===== src/rtl/loop_kernel_arbiter.sv =====
// loop_kernel_arbiter
// Shares one in-order loop kernel between NREQ requesters: round-robin job
// issue, an in-order tag FIFO recording who issued each job, and steering of
// each kernel result back to the requester at the head of that FIFO.
// Optional build macro: LOOP_ARB_PERF_EN adds saturating 16-bit issue/return
// counters (perf_issued, perf_returned).
module loop_kernel_arbiter #(
  parameter int NREQ  = 4,
  parameter int W     = 10,
  parameter int DEPTH = 4
) (
  input  logic                    clk,
  input  logic                    rst,
  input  logic [NREQ*W-1:0]       req_n,
  input  logic [NREQ-1:0]         req_vld,
  output logic [NREQ-1:0]         req_rdy,
  output logic [W-1:0]            resp_data,
  output logic [NREQ-1:0]         resp_vld,
  input  logic [NREQ-1:0]         resp_rdy,
  output logic [W-1:0]            k_n,
  output logic                    k_n_vld,
  input  logic                    k_n_rdy,
  input  logic [W-1:0]            k_result,
  input  logic                    k_result_vld,
  output logic                    k_result_rdy,
  output logic [$clog2(DEPTH):0]  inflight,
  output logic                    err_orphan
`ifdef LOOP_ARB_PERF_EN
  ,
  output logic [15:0]             perf_issued,
  output logic [15:0]             perf_returned
`endif
);

  localparam int TW = $clog2(NREQ);
  localparam int AW = (DEPTH > 1) ? $clog2(DEPTH) : 1;
  localparam int IW = $clog2(DEPTH) + 1;

  logic [TW-1:0]   ptr_reg;
  logic [TW-1:0]   ptr_next;
  logic [TW-1:0]   grant;
  logic            any_vld;
  logic [TW:0]     scan_idx;
  logic [NREQ-1:0] grant_oh;
  logic [NREQ-1:0] head_oh;
  logic [W-1:0]    req_n_arr [NREQ];

  // Tag FIFO: pointers are one bit wider than needed only when DEPTH == 1.
  logic [TW-1:0]   tag_mem [0:(1<<AW)-1];
  logic [AW-1:0]   wr_ptr_reg;
  logic [AW-1:0]   rd_ptr_reg;
  logic [IW-1:0]   inflight_reg;
  logic [TW-1:0]   head_tag;
  logic            err_orphan_reg;

  logic            full;
  logic            empty;
  logic            issue_fire;
  logic            ret_fire;

  // Unpack the flat operand bus into one slot per requester.
  genvar gi;
  generate
    for (gi = 0; gi < NREQ; gi++) begin : g_unpack
      assign req_n_arr[gi] = req_n[gi*W +: W];
    end
  endgenerate

  // Round-robin scan: first valid requester at or after ptr, wrapping at NREQ.
  always_comb begin
    grant    = ptr_reg;
    any_vld  = 1'b0;
    scan_idx = '0;
    for (int i = 0; i < NREQ; i++) begin
      scan_idx = {1'b0, ptr_reg} + (TW+1)'(i);
      if (scan_idx >= (TW+1)'(NREQ))
        scan_idx = scan_idx - (TW+1)'(NREQ);
      if (!any_vld && req_vld[scan_idx[TW-1:0]]) begin
        any_vld = 1'b1;
        grant   = scan_idx[TW-1:0];
      end
    end
  end

  assign ptr_next = (grant == TW'(NREQ-1)) ? '0 : grant + 1'b1;
  assign grant_oh = {{(NREQ-1){1'b0}}, 1'b1} << grant;

  // Issue path: blocked purely on the registered count so a same-cycle pop
  // never feeds combinationally into a push.
  assign full       = (inflight_reg == IW'(DEPTH));
  assign empty      = (inflight_reg == '0);
  assign k_n_vld    = any_vld && !full;
  assign k_n        = req_n_arr[grant];
  assign issue_fire = k_n_vld && k_n_rdy;
  assign req_rdy    = issue_fire ? grant_oh : '0;

  // Return path: the head tag alone decides where the result goes.
  assign head_tag     = tag_mem[rd_ptr_reg];
  assign head_oh      = {{(NREQ-1){1'b0}}, 1'b1} << head_tag;
  assign resp_data    = k_result;
  assign resp_vld     = (!empty && k_result_vld) ? head_oh : '0;
  assign k_result_rdy = !empty && resp_rdy[head_tag];
  assign ret_fire     = k_result_vld && k_result_rdy;

  assign inflight   = inflight_reg;
  assign err_orphan = err_orphan_reg;

  // Control state: arbitration pointer, FIFO pointers, occupancy, orphan flag.
  always_ff @(posedge clk) begin
    if (rst) begin
      ptr_reg        <= '0;
      wr_ptr_reg     <= '0;
      rd_ptr_reg     <= '0;
      inflight_reg   <= '0;
      err_orphan_reg <= 1'b0;
    end else begin
      if (issue_fire) begin
        ptr_reg    <= ptr_next;
        wr_ptr_reg <= wr_ptr_reg + 1'b1;
      end
      if (ret_fire)
        rd_ptr_reg <= rd_ptr_reg + 1'b1;
      case ({issue_fire, ret_fire})
        2'b10:   inflight_reg <= inflight_reg + 1'b1;
        2'b01:   inflight_reg <= inflight_reg - 1'b1;
        default: inflight_reg <= inflight_reg;
      endcase
      if (empty && k_result_vld)
        err_orphan_reg <= 1'b1;
    end
  end

  // Tag storage: contents need no reset, validity is tracked by the pointers.
  always_ff @(posedge clk) begin
    if (issue_fire)
      tag_mem[wr_ptr_reg] <= grant;
  end

`ifdef LOOP_ARB_PERF_EN
  logic [15:0] perf_issued_reg;
  logic [15:0] perf_returned_reg;

  // Saturating activity counters.
  always_ff @(posedge clk) begin
    if (rst) begin
      perf_issued_reg   <= '0;
      perf_returned_reg <= '0;
    end else begin
      if (issue_fire && perf_issued_reg != 16'hFFFF)
        perf_issued_reg <= perf_issued_reg + 16'd1;
      if (ret_fire && perf_returned_reg != 16'hFFFF)
        perf_returned_reg <= perf_returned_reg + 16'd1;
    end
  end

  assign perf_issued   = perf_issued_reg;
  assign perf_returned = perf_returned_reg;
`endif

endmodule


===== config.mk =====
export PLATFORM = sky130hd
export DESIGN_NAME = loop_kernel_arbiter
export DESIGN_NICKNAME = d
export VERILOG_FILES = /design/src/rtl/loop_kernel_arbiter.sv
export SDC_FILE = /design/constraint.sdc
export NUM_CORES = 1
export LEC_CHECK = 0
export BUFFER_PORTS_ARGS = -buffer_cell sky130_fd_sc_hd__clkbuf_2
export CAP_MARGIN = 25
export CORE_ASPECT_RATIO = 1.75
export CORE_MARGIN = 1.5
export CORE_UTILIZATION = 35
export CTS_BUF_LIST = sky130_fd_sc_hd__clkbuf_8
export CTS_CLUSTER_DIAMETER = 80
export DETAILED_ROUTE_END_ITERATION = 8
export PLACE_DENSITY = 0.66
export SYNTH_ARGS = -nofsm -noshare
export SYNTH_HDL_FRONTEND = slang
export SYNTH_SLANG_ARGS = --single-unit

===== constraint.sdc =====
create_clock -name clk -period 3.06 [get_ports clk]
set_input_delay 0.612 -clock clk [delete_from_list [all_inputs] [get_ports clk]]
set_output_delay 0.612 -clock clk [all_outputs]
set_load 0.005 [all_outputs]

==> flow_summary.html <==
<table>
<tr><th>Metric</th><th>Value</th></tr>
<tr><th colspan="2">STA</th></tr>
<tr><td>Final number of max-transition violations</td><td>0</td></tr>
<tr><td>Total count of hold-check failures in the final report</td><td>0</td></tr>
<tr><td>Least-Margin Pin Slew</td><td>501 ps</td></tr>
<tr><td>Max Clk Rate</td><td>348 MHz</td></tr>
<tr><td>Portion of the clock cycle consumed by the worst path in the final layout</td><td>93.8%</td></tr>
<tr><td>Accumulated negative setup slack</td><td>0 ps</td></tr>
<tr><td>Min setup slack post-route</td><td>189 ps</td></tr>
<tr><td>Setup clock skew after layout</td><td>0.613 ps</td></tr>
<tr><td>Headroom to the max-slew limit</td><td>66.3%</td></tr>
<tr><td>Final setup violating endpoints</td><td>0</td></tr>
<tr><td>RSZ-0062 raised after global routing</td><td>no</td></tr>
<tr><td>Final Critical Period</td><td>2870 ps</td></tr>
<tr><th colspan="2">Critical path</th></tr>
<tr><td>Maximum fanout encountered on the critical timing path</td><td>4</td></tr>
<tr><td>CP endpoint kind</td><td>flip-flop</td></tr>
<tr><td>Worst R2R Setup Slack</td><td>190 ps</td></tr>
<tr><td>Required time at the endpoint of the critical path</td><td>3250 ps</td></tr>
<tr><td>Critical path's slowest cell</td><td>mux4_2</td></tr>
<tr><td>Worst reg2reg path depth</td><td>9</td></tr>
<tr><td>Sequence of cells on the critical path</td><td>mux4_2, or3b_4, o22ai_2, ha_1, inv_1, fa_1, xor2_1, or3_1, a21oi_1</td></tr>
<tr><td>Slowest stage delay, CP</td><td>550 ps</td></tr>
<tr><td>Critical path start-end classification</td><td>flip-flop to flip-flop</td></tr>
<tr><td>Kind of launch point of the worst setup path</td><td>flip-flop</td></tr>
<tr><td>Worst r2r dst</td><td>inflight[2]</td></tr>
<tr><td>Critical Path AT</td><td>3060 ps</td></tr>
<tr><th colspan="2">Clock tree</th></tr>
<tr><td>Number of hold-repair buffers added at the cts stage</td><td>0</td></tr>
<tr><td>Total clock buffers created by CTS</td><td>3</td></tr>
<tr><td>CTS tree</td><td>yes</td></tr>
<tr><td>Post-CTS setup repair buffer count</td><td>0</td></tr>
<tr><td>Clock slew seen by the registers of the worst setup and hold paths</td><td>70 ps</td></tr>
<tr><td>H-tree levels</td><td>1</td></tr>
<tr><td>CTS Root Cell</td><td>clkbuf_8</td></tr>
<tr><td>Clock Sinks</td><td>20</td></tr>
<tr><td>Clk Latency, worst-skew pair</td><td>250 ps</td></tr>
<tr><td>Deepest clock path buffer count</td><td>2</td></tr>
<tr><td>Number of gates resized after CTS</td><td>0</td></tr>
<tr><th colspan="2">Layout</th></tr>
<tr><td># diodes</td><td>0</td></tr>
<tr><td>Layout-stage area growth over the synthesis result</td><td>29.5%</td></tr>
<tr><td>Most used cells in the layout excluding fill and tap cells</td><td>clkbuf_2 (75), dfxtp_1 (12), mux4_2 (11), inv_1 (11), nor2_1 (11)</td></tr>
<tr><td>Layout filler cell count</td><td>373</td></tr>
<tr><td>Flip-flop count of the largest register after layout</td><td>8</td></tr>
<tr><td>Final non-filler cell area</td><td>1830 um2</td></tr>
<tr><td>Leading cell type in the layout, fill and taps excluded</td><td>clkbuf_2</td></tr>
<tr><td>Number of nets in the final layout</td><td>273</td></tr>
<tr><td>Finished Layout Cells</td><td>248</td></tr>
<tr><td>Share of cells above drive strength 1</td><td>49.5%</td></tr>
<tr><th colspan="2">Hold path</th></tr>
<tr><td>Worst hold start</td><td>err_orphan</td></tr>
<tr><td>Number of instances on the worst hold path</td><td>2</td></tr>
<tr><td>Min-delay worst type</td><td>flip-flop to flip-flop</td></tr>
<tr><td>End point of the worst hold path</td><td>err_orphan</td></tr>
<tr><th colspan="2">Floorplanning</th></tr>
<tr><td>Effective utilization at floorplan</td><td>36.5%</td></tr>
<tr><td>Placement row count</td><td>30</td></tr>
<tr><td>Vertical die dimension</td><td>87.0 um</td></tr>
<tr><td>Width of the die</td><td>51 um</td></tr>
<tr><td>DIE AREA</td><td>4440 um2</td></tr>
<tr><td>Placeable core area</td><td>3870 um2</td></tr>
<tr><td>Num ports</td><td>96</td></tr>
<tr><th colspan="2">Global route</th></tr>
<tr><td>Vias in the first global route</td><td>1286</td></tr>
<tr><td>Total overflow reported by the global router</td><td>0</td></tr>
<tr><td>Largest net degree at the start of global routing</td><td>15</td></tr>
<tr><td>Antenna violations before repair</td><td>0</td></tr>
<tr><td>First-pass GRT wire length</td><td>5090 um</td></tr>
<tr><td>Overall fraction of global-route tracks in use</td><td>14.9%</td></tr>
<tr><th colspan="2">Place</th></tr>
<tr><td>Placed Area</td><td>1780 um2</td></tr>
<tr><td>Worst slack, placed</td><td>179 ps</td></tr>
<tr><td>Final RePlAce weighted congestion</td><td>0.761</td></tr>
<tr><td>Cell Count Post-Placement</td><td>244</td></tr>
<tr><td>Number of buffers inserted by port buffering</td><td>75</td></tr>
<tr><td>Post-DP HPWL</td><td>2610 um</td></tr>
<tr><th colspan="2">Synth</th></tr>
<tr><td>Area of the mapped netlist</td><td>1410 um2</td></tr>
<tr><td>Yosys warning count</td><td>0</td></tr>
<tr><td>Synthesized instance count</td><td>131</td></tr>
<tr><td>Proportion of synthesized chip area in sequential cells</td><td>34.0%</td></tr>
<tr><td>Net count of the mapped netlist</td><td>203</td></tr>
<tr><td>Average cell area after synthesis</td><td>10.8 um2</td></tr>
<tr><td>Unique masters post-synth</td><td>33</td></tr>
<tr><td>Seq cells post-synth</td><td>20</td></tr>
<tr><th colspan="2">Pwr</th></tr>
<tr><td>Worst vdd rail ir drop</td><td>0.245 mV</td></tr>
<tr><td>Power per Cell Area</td><td>553 nW/um2</td></tr>
<tr><td>Leakage component of the power</td><td>0.872 nW</td></tr>
<tr><th colspan="2">Drt</th></tr>
<tr><td>Routed via count</td><td>1258</td></tr>
<tr><td>Remaining DRCs</td><td>0</td></tr>
<tr><td>Drt first pass iters</td><td>2</td></tr>
<tr><td>Antenna-violating nets left</td><td>0</td></tr>
<tr><td>Routed Wire Length</td><td>3040 um</td></tr>
<tr><td>WL/cell</td><td>12.2 um</td></tr>
<tr><td>1st-iter DRT viols</td><td>16</td></tr>
<tr><td>Average via count per standard cell</td><td>5.07</td></tr>
<tr><th colspan="2">Outcome</th></tr>
<tr><td>Run status</td><td>complete, no violations</td></tr>
<tr><th colspan="2">Flow run</th></tr>
<tr><td>Maximum Capacitance Violations</td><td>0</td></tr>
</table>
[worst max-delay path: cells and delay by family (launching register included)]
family / cells / cell delay (ps)
flops: 1 / 370
compound gates: 2 / 370
simple gates: 2 / 700
xor+xnor: 1 / 160
fa+ha+maj: 2 / 600
mux: 1 / 550
buf+inv: 1 / 60
[cell type report]
type,count,area [um2],share of cell area [%]
multi-input combinational,87,800,43.7
inverter,10,37.5,2.05
timing repair buffer,79,405,22.2
tap,48,60.1,3.29
clock buffer,3,41.3,2.26
clock inverter,1,3.75,0.205
sequential,20,480,26.3
[metrics by stage]
stage          hold WS [ps]  power, W  util (%)
2_1_floorplan           460  0.000688         -
3_3_place_gp            452  0.000851      46.1
3_5_place_dp            468  0.000856      46.1
4_1_cts                 488   0.00103      47.3
5_1_grt                 514   0.00110      47.3
6_report                481   0.00101      47.3
[report_power, final]
| group | switching (W) | internal, W |
|---|---|---|
| sequential | 0.0000417 | 0.000331 |
| clock | 0.0000804 | 0.0000890 |
| combinational | 0.000224 | 0.000246 |
[routing by layer]
metal / routed length (um) / share of wire, % / vias up / GRT usage (%)
met2: 1710 / 56 / 65 / 30.5
met5: 0 / 0 / - / 0
met1: 1080 / 36 / 589 / 13.1
met3: 218 / 7.2 / 2 / 3.09
li1: - / - / 602 / -
met4: 26 / 0.86 / 0 / 6.39
[cells by family after synthesis]
| group | synth area share [%] |
|---|---|
| AOI/OAI and AO/OA | 9.04 |
| xor gates and xnor gates | 2.48 |
| adders and majority gates | 9.40 |
| buffers and inverters | 9.31 |
| DFF | 34.0 |
| muxes | 20.8 |
| and+or+nand+nor | 14.9 |
[how the worst max path moves through the flow]
| stage | start | endpoint | depth (start not counted) |
|---|---|---|---|
| 6_report | flip-flop | inflight[2] | 9 |
| 2_1_floorplan | flip-flop | inflight[2] | 9 |
| 5_1_grt | flip-flop | inflight[2] | 9 |
| 4_1_cts | flip-flop | inflight[2] | 9 |
| 3_5_place_dp | flip-flop | inflight[2] | 9 |
| 3_3_place_gp | flip-flop | inflight[2] | 9 |
[cells in the mapped netlist, drive strengths merged]
library cell  count  area, um2
and2b             2       17.5
nor3              2       10.0
o22ai             1       12.5
xor2              2       17.5
nand2             6       22.5
dfxtp            12        240
and2              1       6.26
mux2i             2       20.0
nor2b             3       18.8
nor2             11       41.3
and3              8       50.1
o221ai            1       15.0
fa                1       20.0
o21ai             4       20.0
a211oi            1       7.51
nor4              1       6.26
or3b              1       11.3
a21o              2       16.3
a31oi             1       6.26
nand3             1       5.00
mux4             12        274
clkbuf            1       3.75
inv              10       37.5
nand3b            2       15.0
or3               1       6.26
buf              13       90.1
ha                9        113
xnor2             2       17.5
a21oi            10       50.1
edfxtp            8        240
Note: power is estimated with default switching activity, not from simulation.
